**src/rtl/i2s_pkg.sv**
```systemverilog
// Shared constants, types and helpers for the I2S receive path.
package i2s_pkg;

    localparam logic CH_LEFT  = 1'b0;
    localparam logic CH_RIGHT = 1'b1;

    localparam int unsigned DELAY_I2S = 1;
    localparam int unsigned DELAY_LJ  = 0;

    typedef enum logic {StUnlocked, StLocked} lock_state_e;

    // Wide enough to count to WORD_SIZE+1, the saturation point.
    function automatic int unsigned cnt_width(input int unsigned word_size);
        return $clog2(word_size + 2);
    endfunction

endpackage

```
**src/rtl/i2s_rx_deser.sv**
```systemverilog
// Serial-to-parallel shift register with a saturating per-slot bit counter.
module i2s_rx_deser
    import i2s_pkg::*;
#(
    parameter int unsigned WORD_SIZE = 32,
    parameter int unsigned CNT_W     = cnt_width(WORD_SIZE)
) (
    input  logic                 bck,
    input  logic                 rst_n,
    input  logic                 din,
    input  logic                 sample,
    input  logic                 clear,
    output logic [WORD_SIZE-1:0] word,
    output logic [CNT_W-1:0]     count,
    output logic [WORD_SIZE-1:0] word_app,
    output logic [CNT_W-1:0]     count_app
);

    localparam logic [CNT_W-1:0] FULL_CNT = CNT_W'(WORD_SIZE);
    localparam logic [CNT_W-1:0] SAT_CNT  = CNT_W'(WORD_SIZE + 1);

    logic [WORD_SIZE-1:0] shift_q, shift_d;
    logic [CNT_W-1:0]     cnt_q, cnt_d;

    always_comb begin
        // word_app/count_app: current slot with this cycle's din appended
        count_app = (cnt_q == SAT_CNT) ? cnt_q : cnt_q + CNT_W'(1);
        word_app  = (cnt_q < FULL_CNT) ? {shift_q[WORD_SIZE-2:0], din} : shift_q;
        shift_d   = shift_q;
        cnt_d     = cnt_q;
        if (clear) begin
            shift_d = sample ? WORD_SIZE'(din) : '0;
            cnt_d   = sample ? CNT_W'(1) : '0;
        end else if (sample) begin
            shift_d = word_app;
            cnt_d   = count_app;
        end
    end

    always_ff @(posedge bck) begin
        if (!rst_n) begin
            shift_q <= '0;
            cnt_q   <= '0;
        end else begin
            shift_q <= shift_d;
            cnt_q   <= cnt_d;
        end
    end

    assign word  = shift_q;
    assign count = cnt_q;

endmodule

```
**src/rtl/i2s_rx.sv**
```systemverilog
// I2S receiver: lrck edge detect, lock, channel steering and left/right pairing.
module i2s_rx
    import i2s_pkg::*;
#(
    parameter int unsigned WORD_SIZE   = 32,
    parameter int unsigned SAMPLE_SIZE = 24,
    parameter int unsigned DATA_DELAY  = 1
) (
    input  logic                          bck,
    input  logic                          rst_n,
    input  logic                          lrck,
    input  logic                          din,
    output logic [WORD_SIZE-1:0]          l_word,
    output logic [WORD_SIZE-1:0]          r_word,
    output logic signed [SAMPLE_SIZE-1:0] l_sample,
    output logic signed [SAMPLE_SIZE-1:0] r_sample,
    output logic                          l_valid,
    output logic                          r_valid,
    output logic                          frame_valid,
    output logic                          locked,
    output logic                          frame_err
);

    localparam int unsigned      CNT_W    = cnt_width(WORD_SIZE);
    localparam logic [CNT_W-1:0] FULL_CNT = CNT_W'(WORD_SIZE);
    localparam logic             LJ       = (DATA_DELAY == DELAY_LJ);

    lock_state_e          state_q, state_d;
    logic                 lrck_d_q, left_ok_q, left_ok_d;
    logic [WORD_SIZE-1:0] l_word_q, l_word_d, r_word_q, r_word_d;
    logic                 l_valid_q, l_valid_d, r_valid_q, r_valid_d;
    logic                 frame_valid_q, frame_valid_d, frame_err_q, frame_err_d;

    logic                 lrck_edge, slot_end, deser_sample, word_ok;
    logic [WORD_SIZE-1:0] deser_word, deser_word_app, done_word;
    logic [CNT_W-1:0]     deser_count, deser_count_app, done_cnt;

    assign lrck_edge = (lrck != lrck_d_q);
    assign slot_end  = (state_q == StLocked) && lrck_edge;
    // In left-justified mode the edge bit is the new slot's MSB; in I2S mode it is the old LSB.
    assign deser_sample = lrck_edge ? LJ : (state_q == StLocked);

    i2s_rx_deser #(
        .WORD_SIZE (WORD_SIZE),
        .CNT_W     (CNT_W)
    ) u_deser (
        .bck       (bck),
        .rst_n     (rst_n),
        .din       (din),
        .sample    (deser_sample),
        .clear     (lrck_edge),
        .word      (deser_word),
        .count     (deser_count),
        .word_app  (deser_word_app),
        .count_app (deser_count_app)
    );

    assign done_word = LJ ? deser_word : deser_word_app;
    assign done_cnt  = LJ ? deser_count : deser_count_app;
    assign word_ok   = (done_cnt >= FULL_CNT);

    always_comb begin
        state_d       = (state_q == StUnlocked && lrck_edge) ? StLocked : state_q;
        left_ok_d     = left_ok_q;
        l_word_d      = l_word_q;
        r_word_d      = r_word_q;
        l_valid_d     = 1'b0;
        r_valid_d     = 1'b0;
        frame_valid_d = 1'b0;
        frame_err_d   = 1'b0;
        if (slot_end) begin
            frame_err_d = (done_cnt != FULL_CNT);
            left_ok_d   = (lrck_d_q == CH_LEFT) && word_ok;
            if (word_ok) begin
                if (lrck_d_q == CH_LEFT) begin
                    l_word_d  = done_word;
                    l_valid_d = 1'b1;
                end else begin
                    r_word_d      = done_word;
                    r_valid_d     = 1'b1;
                    frame_valid_d = left_ok_q;
                end
            end
        end
    end

    always_ff @(posedge bck) begin
        if (!rst_n) begin
            state_q       <= StUnlocked;
            lrck_d_q      <= 1'b0;
            left_ok_q     <= 1'b0;
            l_word_q      <= '0;
            r_word_q      <= '0;
            l_valid_q     <= 1'b0;
            r_valid_q     <= 1'b0;
            frame_valid_q <= 1'b0;
            frame_err_q   <= 1'b0;
        end else begin
            state_q       <= state_d;
            lrck_d_q      <= lrck;
            left_ok_q     <= left_ok_d;
            l_word_q      <= l_word_d;
            r_word_q      <= r_word_d;
            l_valid_q     <= l_valid_d;
            r_valid_q     <= r_valid_d;
            frame_valid_q <= frame_valid_d;
            frame_err_q   <= frame_err_d;
        end
    end

    assign l_word      = l_word_q;
    assign r_word      = r_word_q;
    assign l_sample    = l_word_q[WORD_SIZE-1 -: SAMPLE_SIZE];
    assign r_sample    = r_word_q[WORD_SIZE-1 -: SAMPLE_SIZE];
    assign l_valid     = l_valid_q;
    assign r_valid     = r_valid_q;
    assign frame_valid = frame_valid_q;
    assign frame_err   = frame_err_q;
    assign locked      = (state_q == StLocked);

endmodule

```
**config.mk**
```make
export PLATFORM = sky130hd
export DESIGN_NAME = i2s_rx
export DESIGN_NICKNAME = d
export VERILOG_FILES = /design/src/rtl/i2s_pkg.sv /design/src/rtl/i2s_rx_deser.sv /design/src/rtl/i2s_rx.sv
export SDC_FILE = /design/constraint.sdc
export NUM_CORES = 1
export LEC_CHECK = 0
export ABC_AREA = 1
export ABC_CLOCK_PERIOD_IN_PS = 2200
export BUFFER_PORTS_ARGS = -buffer_cell sky130_fd_sc_hd__buf_2
export CORE_AREA = 2 2 104 106
export CTS_CLUSTER_DIAMETER = 30
export DETAILED_ROUTE_END_ITERATION = 10
export DIE_AREA = 0 0 106 108
export PLACE_DENSITY = 0.81
export RECOVER_POWER = 25
export SLEW_MARGIN = 10
export SYNTH_ARGS = -nofsm -noshare
export SYNTH_HDL_FRONTEND = slang
export SYNTH_SLANG_ARGS = --single-unit
```
**constraint.sdc**
```tcl
create_clock -name bck -period 2.2 [get_ports bck]
set_input_delay 0.22 -clock bck [delete_from_list [all_inputs] [get_ports bck]]
set_output_delay 0.22 -clock bck [all_outputs]
set_load 0.05 [all_outputs]
```
# Word-level counts from Yosys, hierarchy flattened
# Cells that the tools add are included.
word_totals:
  ff_bits: 109
  input_bits: 4
  out_inout_bits: 117
  word_cells: 39
op_classes:
  addsub: 1
  magnitude_cmp: 2
  eq_ne: 3
  n_mux: 11
  bitwise: 2
  reduce_logical: 9
ops:
  columns: ["operator", "count"]
  rows:
  - ["2-to-1 mux 32 bit", 3]
  - ["2-to-1 mux 6 bit", 3]
  - ["AND reduction 3 bit", 3]
  - ["adder 6 x 1 -> 6 bit, second input constant", 1]
  - ["== test 6 bit, second input constant", 1]
  - ["greater-or-equal comparator 6 bit, second input constant", 1]
  - ["< comparator 6 bit, second input constant", 1]
  - ["inequality test 6 bit, second input constant", 1]
  - ["2-to-1 mux 1 bit", 5]
  - ["AND reduction 4 bit", 1]
  - ["logical AND 1 bit", 3]
  - ["inverter 1 bit", 2]
  - ["AND reduction 2 bit", 1]
  - ["nonzero test 2 bit", 1]
  - ["inequality test 1 bit", 1]

# Longest topological paths before layout
# Gate-level depths: netlist (run 1).
logic_depth:
  depth_word: 4
  mapped_depth: 11
  mapped_depth_nobuf: 9

# Modules after synthesis
# A second synthesis (run 1) with hierarchy kept.
hier_totals:
  cells_unflattened: 784
  area_unflattened_um2: 5152.4
by_module_without_submodules:
  columns: ["module", "n_inst", "cells_each", "area_each_um2", "seq_area_each_um2"]
  rows:
  - ["i2s_rx", 1, 486, 3218.1, 1421.4]
  - ["i2s_rx_deser", 1, 298, 1934.4, 760.7]

# Least setup slack after synthesis (run 1)
# No wires, ideal clock.
synth_timing:
  path_kind: "register to register"
  start: "register state_q, in the netlist locked"
  end: "register l_word_q[22], in the netlist l_word[22]"
  setup_ns: 0.114
  t_arrival_ns: 1.679
  required_ns: 2.086
  path_slack_ns: 0.407
  stages_incl_launch_ff: 10
  path_buffers: 2
  period_less_slack_ns: 1.793
  cell_sequence: "dfxtp_1 inv_1 nor2_8 nand3_2 nor2_2 buf_4 buf_6 nand2_1 nand2_1 nor2_1"
synth_via:
  elab_chain_cells: 2
synth_lines:
  columns: ["element", "line_no", "text"]
  rows:
  - ["start, declared", "i2s_rx.sv:28", "lock_state_e state_q, state_d;"]
  - ["start signal, assigned", "i2s_rx.sv:89", "state_q <= StUnlocked;"]
  - ["start signal, assigned", "i2s_rx.sv:99", "state_q <= state_d;"]
  - ["logical AND 1 bit", "i2s_rx.sv:39", "assign slot_end = (state_q == StLocked) && lrck_edge;"]
  - ["AND reduction 3 bit (no source line)", null, null]
  - ["end signal, assigned", "i2s_rx.sv:102", "l_word_q <= l_word_d;"]
  - ["end, declared", "i2s_rx.sv:30", "logic [WORD_SIZE-1:0] l_word_q, l_word_d, r_word_q, r_word_d;"]
# No other way between the ends.
# A chain may end at the register's enable or synchronous reset.

# Worst setup path after layout (run 1)
layout_timing:
  start: "register lrck_d_q"
  end: "register u_deser.cnt_q[1], in the netlist u_deser.count[1]"
layout_via:
  elab_chain_cells: 3
  elab_cells_between_ends: 4
  cone_classes: "eq/ne (1); mux (2); reduce/logical (1)"
layout_lines:
  columns: ["element", "line_no", "text"]
  rows:
  - ["start, declared", "i2s_rx.sv:29", "logic lrck_d_q, left_ok_q, left_ok_d;"]
  - ["start signal, assigned", "i2s_rx.sv:100", "lrck_d_q <= lrck;"]
  - ["inequality test 1 bit *", "i2s_rx.sv:38", "assign lrck_edge = (lrck != lrck_d_q);"]
  - ["2-to-1 mux 1 bit", "i2s_rx.sv:41", "assign deser_sample = lrck_edge ? LJ : (state_q == StLocked);"]
  - ["nonzero test 2 bit (no source line)", null, null]
  - ["end signal, assigned", "i2s_rx_deser.sv:46", "cnt_q <= cnt_d;"]
  - ["end, declared", "i2s_rx_deser.sv:23", "logic [CNT_W-1:0] cnt_q, cnt_d;"]
# Mark *: on every way between the ends. The rest lies on a longest branch, timed or not.

==> results of run 1 <==
[layer usage]
layer,vias up,GRT usage,part of all wire
li1,2226,-,-
met1,1901,0.260,0.48
met2,147,0.328,0.44
met3,9,0.0344,0.067
met4,0,0.0780,0.013
met5,-,0,0
[cells in the mapped netlist]
| library cell | count |
|---|---|
| nand2_1 | 222 |
| nor2_1 | 113 |
| dfxtp_1 | 109 |
| inv_1 | 61 |
| buf_4 | 52 |
| a21oi_1 | 41 |
| mux2i_1 | 16 |
| o21ai_0 | 16 |
| or2_2 | 15 |
| buf_2 | 14 |
| clkbuf_1 | 8 |
| buf_1 | 6 |
| nand3_1 | 6 |
| clkinv_1 | 3 |
| or2_0 | 3 |
| buf_6 | 2 |
| ha_1 | 2 |
| nand2_2 | 2 |
| nand3_2 | 2 |
| nand4_1 | 2 |
| nor2_2 | 2 |
| o22ai_1 | 2 |
| xor2_1 | 2 |
| a2bb2oi_1 | 1 |
| and3_1 | 1 |
| inv_2 | 1 |
| nand2_4 | 1 |
| nand3b_1 | 1 |
| nand4_2 | 1 |
| nand4_4 | 1 |
| nor2_8 | 1 |
| nor3_1 | 1 |
| o21bai_4 | 1 |
[state kept, by name, indices dropped and copies added, names as in the netlist]
register,cells
left_ok_q,1
locked,1
frame_valid,1
r_word,32
u_deser.count,6
l_word,32
frame_err,1
lrck_d_q,1
r_valid,1
l_valid,1
u_deser.word,32
[where the power goes]
part           internal, µW  switching, µW  total (µW)
clock network           558            741        1300
registers              1980           6.04        1980
logic                  31.8            102         134
[layout make-up]
class	instances	share of cell area
Clock buffer	9	0.0224
Tap cell	136	0.0308
Timing Repair Buffer	132	0.116
Multi-Input combinational cell	455	0.374
Clock inverter	7	0.0170
Sequential cell	109	0.395
Inverter	65	0.0441
[metrics by stage]
stage / utilization / total power [µW]
after global placement: 0.526 / 2160
after detailed placement: 0.526 / 2160
after global routing: 0.540 / 3540
after CTS: 0.547 / 3430
after floorplan: - / 2130
final: 0.540 / 3420
[cell families (layout without fill, tap and decap cells)]
logic type                 Yosys count  after routing
AOI/OAI and AO/OA                   61             61
xor gates and xnor gates             2              2
adders and majority gates            2              2
buffers and inverters              147            213
DFF                                109            109
muxes                               16             16
and+or+nand+nor                    374            374
[layout by cell type (no fill, tap or decap), types with 2 or more instances in the layout]
cell type,count
nand3_2,2
or2_0,3
nor2_2,2
o22ai_1,2
buf_4,9
nand3_1,6
mux2i_1,16
a21oi_1,41
nand2_2,2
dfxtp_1,109
nand2_1,222
xor2_1,2
nand4_1,2
inv_8,2
clkbuf_8,9
nor2_1,113
o21ai_0,16
clkbuf_1,56
or2_2,15
buf_12,2
ha_1,2
inv_1,61
buf_2,65
clkinv_1,3
[tightest hold or removal path, stage by stage]
cell and delay (ns):
buf_2 0.11, nand2_1 0.05, inv_1 0.04
[final timing paths]
path,startpoint,cells after the start,end
max,lrck_d_q,7,u_deser.count[1]
min,lrck,3,lrck_d_q
max reg2reg,lrck_d_q,7,u_deser.count[1]
min reg2reg,left_ok_q,2,frame_valid
==> impl_metrics.tcl, run 1 <==
set metrics [dict create \
    critPathTopFamily "buffers and inverters" \
    tns_ns 0 \
    vias 4283 \
    dr.pass1.iters 4 \
    numCtsBuffers 9 \
    maxSlewViolCount 0 \
    grt_overflow 0 \
    antenna_found_initial 0 \
    layout-drive-gt1-share 0.153 \
    htreeDepth 3 \
    grt_max_degree 44 \
    start_kind "flip-flop" \
    viasPerCell 4.69 \
    drt-total-wl_um 10900 \
    areaGrowthSynthToFinish_pct 9.85 \
    layout_setup_ws_ns 0.492 \
    gp_congestion 0.784 \
    cts_tree "done" \
    dp.cells 897 \
    synth_compound_area_frac 0.0647 \
    syn-instance-count 711 \
    ys_warn_count 0 \
    dp_slack_ns 0.498 \
    slowest_delay_ns 0.46 \
    rsz0062_at_grt "false" \
    synth.avg_cell_area_um2 7.08 \
    grt_pass1_wl_um 18400 \
    postSynthNetCount 717 \
    synth_top_family_by_area "simple AND/OR/NAND/NOR gates" \
    hold_slack_ns 0.0697 \
    crit_buf_inv 2 \
    crit_type "flip-flop to flip-flop" \
    power_leakage_uw 0.00256 \
    synth_top_cell_by_area "dfxtp_1" \
    min_period_over_period 0.776 \
    insertedDiodeCount 0 \
    seq_area_um2 2180 \
    clkSinkCount 109 \
    route.detailed.drc 0 \
    max-slew-margin-rel 0.0129 \
    yosysUniqueCellTypes 33 \
    multi_input_area_um2 2070 \
    skew_ns 0.0155 \
    worstMarginPinSlew_ns 1.48 \
    crit_path_end_kind "flip-flop" \
    synth_simple_gate_area_share 0.306 \
    initial_utilization 0.492 \
    synth.area.mux_share 0.0318 \
    cpMostUsedCell "nand2_2" \
    clkTransAtPathRegs_ns 0.11 \
    crit_slowest_cell "clkinv_1" \
    drt_first_iter_violations 244 \
    cts_hold_buf 0 \
    ys_top_cells_by_area "dfxtp_1, nand2_1, nor2_1, buf_4, inv_1" \
    grt_pass1_vias 4029 \
    die_y_um 108 \
    finalSetupViolations 0 \
    cts_resized 0 \
    yosys.area_share.adder 0.00497 \
    ir_worst_vdd_uv 376 \
    ys_seq_area_frac 0.434 \
    path_cells "inv_2 -> nand2_2 -> nand2_4 -> nand2_2 -> clkinv_1 -> nand3b_1 -> a21oi_1" \
    rows 37 \
    wl_per_cell_um 12.0 \
    dieArea_um2 11400 \
    critPathMaxFanout 19 \
    status "complete, no violations" \
    worstHoldPathType "input port to flip-flop" \
    clk_latency_ns 0.38 \
    max_cap_viol_count 0 \
    stdcell_area_um2 5530 \
    hold_viol 0 \
    cts_buffer_depth 2 \
    io_pins 121 \
    synth-xor-area-share 0.00348 \
    p_per_area_nw_per_um2 618 \
    post-route-min-period_ns 1.71 \
    arrival_ns 1.95 \
    fillers 1073 \
    fin_cells 913 \
    required_ns 2.45 \
    core_um2 10200 \
    fin_nets 778 \
    r2r_setup_slack_ns 0.49 \
    track_usage 0.198 \
    port_buffers 120 \
    synth-seq-cells 109 \
    fmax_ghz 0.585 \
    final_antenna_net_count 0 \
    yosysTopAreaCellShare 0.434 \
    hpwlAfterDp_um 7400 \
    cts_setup_buffers 0 \
    cts-root-buf "clkbuf_8" \
    place_area_um2 5380 \
    die_x_um 106 \
    syn_area_um2 5030 \
]
Power figures use the tool's default switching activity.
==> inputs of run 2 (changes only) <==
Settings changed: ABC_AREA 1 to 0, ABC_CLOCK_PERIOD_IN_PS 2200 to 1600, CORE_AREA 2 2 104 106 to 2 2 103 105, DIE_AREA 0 0 106 108 to 0 0 105 107.
Clock period 2.2 ns to 1.6 ns, I/O delays scaled along.
==> run 2 against run 1 <==
Net effect: clock power grew 55%; hold slack lost 0.0041 ns; total power grew 45%; first-iteration DRC count shrank 11%; setup slack lost 0.46 ns; critical path depth shrank 1; register-to-register slack lost 0.46 ns; critical endpoint is now l_word[3].
==> impl_metrics.tcl, run 2 <==
set metrics [dict create \
    ys_warn_count 0 \
    arrival_ns 1.86 \
    dr.pass1.iters 5 \
    max-slew-margin-rel 0.532 \
    fin_nets 614 \
    ys_top_cells_by_area "dfxtp_1, mux2i_1, nand2_1, buf_4, mux2_2" \
    fin_util 0.561 \
    route.detailed.drc 0 \
    syn_area_um2 4970 \
    yosysTopAreaCellShare 0.439 \
    grt_pass1_wl_um 15800 \
    final_common_cell "nand2_1" \
    power_leakage_uw 0.00264 \
    cts_tree "done" \
    cts_buffer_depth 2 \
    port_buffers 120 \
    status "complete, no violations" \
    dp_slack_ns 0.00621 \
    critPathMaxFanout 5 \
    worstHoldPathType "input port to flip-flop" \
    post-route-min-period_ns 1.57 \
    finalSetupViolations 0 \
    htreeDepth 3 \
    synth_most_common_cell "nand2_1" \
    grt_max_degree 39 \
    synth_top_cell_by_area "dfxtp_1" \
    vias 3675 \
    dp.cells 725 \
    die_x_um 105 \
    maxSlewViolCount 0 \
    start_kind "flip-flop" \
    grtUsageMet1 0.212 \
    drt_first_iter_violations 216 \
    layout_setup_ws_ns 0.0280 \
    clkSinkCount 109 \
    multi_input_area_um2 2170 \
    areaGrowthSynthToFinish_pct 13.9 \
    fillers 912 \
    synth_commonest_cells "nand2_1, dfxtp_1, mux2i_1, buf_4" \
    cts-root-buf "clkbuf_8" \
    hold_viol 0 \
    final_antenna_net_count 0 \
    grt_pass1_vias 3426 \
    drt-total-wl_um 10300 \
    hpwlAfterDp_um 6710 \
    worstMarginPinSlew_ns 0.702 \
    required_ns 1.89 \
    seq_area_um2 2200 \
    clk_latency_ns 0.36 \
    initial_utilization 0.492 \
    crit_type "flip-flop to flip-flop" \
    insertedDiodeCount 0 \
    grt_overflow 0 \
    synth_top_flop_cell "dfxtp_1" \
    fin_cells 749 \
    synth-seq-cells 109 \
    p_per_area_nw_per_um2 875 \
    syn-instance-count 537 \
    postSynthNetCount 543 \
    crit_path_end_kind "flip-flop" \
    layout_common_cells "nand2_1, dfxtp_1, buf_2" \
    min_period_over_period 0.982 \
    synth_edf_count 0 \
    track_usage 0.173 \
    grt_use_met2 0.289 \
    viasPerCell 4.91 \
    max_cap_viol_count 0 \
    fmax_ghz 0.636 \
    tns_ns 0 \
    async_flop_share 0 \
    die_y_um 107 \
    rows 37 \
    gp_congestion 0.703 \
    layout-drive-gt1-share 0.254 \
    use_met3 0.0401 \
    io_pins 121 \
    yosysUniqueCellTypes 38 \
    numCtsBuffers 9 \
    clkTransAtPathRegs_ns 0.10 \
    antenna_found_initial 0 \
    core_um2 10100 \
    wl_per_cell_um 13.8 \
    ir_worst_vdd_uv 615 \
    dieArea_um2 11200 \
    synth.avg_cell_area_um2 9.25 \
    ys_seq_area_frac 0.439 \
    hold_slack_ns 0.0655 \
    skew_ns 0.0107 \
    grt_busiest_layer "met2" \
]
-- run 2: cell types whose count changed after synthesis, moves of 6 or more --
cell,delta
buf_1,-6
buf_12,+6
inv_1,-60
o21ai_0,-14
mux2_2,+32
nor2_1,-106
a21oi_1,-9
mux2i_1,+48
nand2_1,-55
or2_2,-15
clkbuf_1,+7
-- run 2: final cells by class --
| type | instances | area share |
|---|---|---|
| Timing Repair Buffer | 143 | 0.152 |
| Inverter | 2 | 0.00133 |
| Clock buffer | 11 | 0.0250 |
| Sequential cell | 109 | 0.389 |
| Multi-Input combinational cell | 343 | 0.384 |
| Clock inverter | 5 | 0.0188 |
| Tap cell | 136 | 0.0301 |
-- run 2: repair_timing --
| item | in CTS | in global routing |
|---|---|---|
| setup endpoints to repair | 3 | 46 |
| cloned | 0 | 4 |
| gates resized for setup | 1 | 11 |
| setup buffers | 0 | 4 |
| hold buffers | 0 | 0 |
| pin swaps | 0 | 2 |
-- run 2: per-stage QoR --
stage          cell area (µm²)  total power, µW
2_1_floorplan             4970             2940
3_3_place_gp              5330             2990
3_5_place_dp              5330             3000
4_1_cts                   5570             4990
5_1_grt                   5660             5120
6_report                  5660             4950
-- run 2: critical path, stage by stage (launching register included) --
cell     delay [ns]
dfxtp_4        0.38
and4_4         0.28
nand2_4        0.09
a31oi_4        0.26
buf_6          0.15
buf_4          0.14
mux2i_1        0.19
-- run 2: worst paths after layout --
kind	depth (start not counted)	startpoint	slack [ns]	to
hold reg to reg	2	l_word[2]	0.47	l_word[2]
setup / recovery	6	u_deser.count[4]	0.03	l_word[3]
hold / removal	3	din	0.07	u_deser.word[0]
setup reg to reg	6	u_deser.count[4]	0.03	l_word[3]
-- run 2: per-layer routing --
metal | part of all wire | vias to the layer above
li1 | - | 1863
met1 | 0.45 | 1702
met2 | 0.48 | 93
met3 | 0.046 | 17
met4 | 0.019 | 0
met5 | 0 | -
-- run 2: kinds of logic (layout without fill, tap and decap cells) --
logic type	Yosys count	count (layout)	synth area share
AOI/OAI and AO/OA	45	45	0.0566
DFF	109	109	0.439
and+or+nand+nor	194	194	0.162
buffers and inverters	85	161	0.125
muxes	96	96	0.201
xor gates and xnor gates	6	6	0.0106
adders and majority gates	2	2	0.00503
-- run 2: report_power, final --
part | internal, µW | switching (µW)
logic | 53.6 | 149
clock network | 1090 | 922
registers | 2720 | 17.5
total | 3860 | 1090
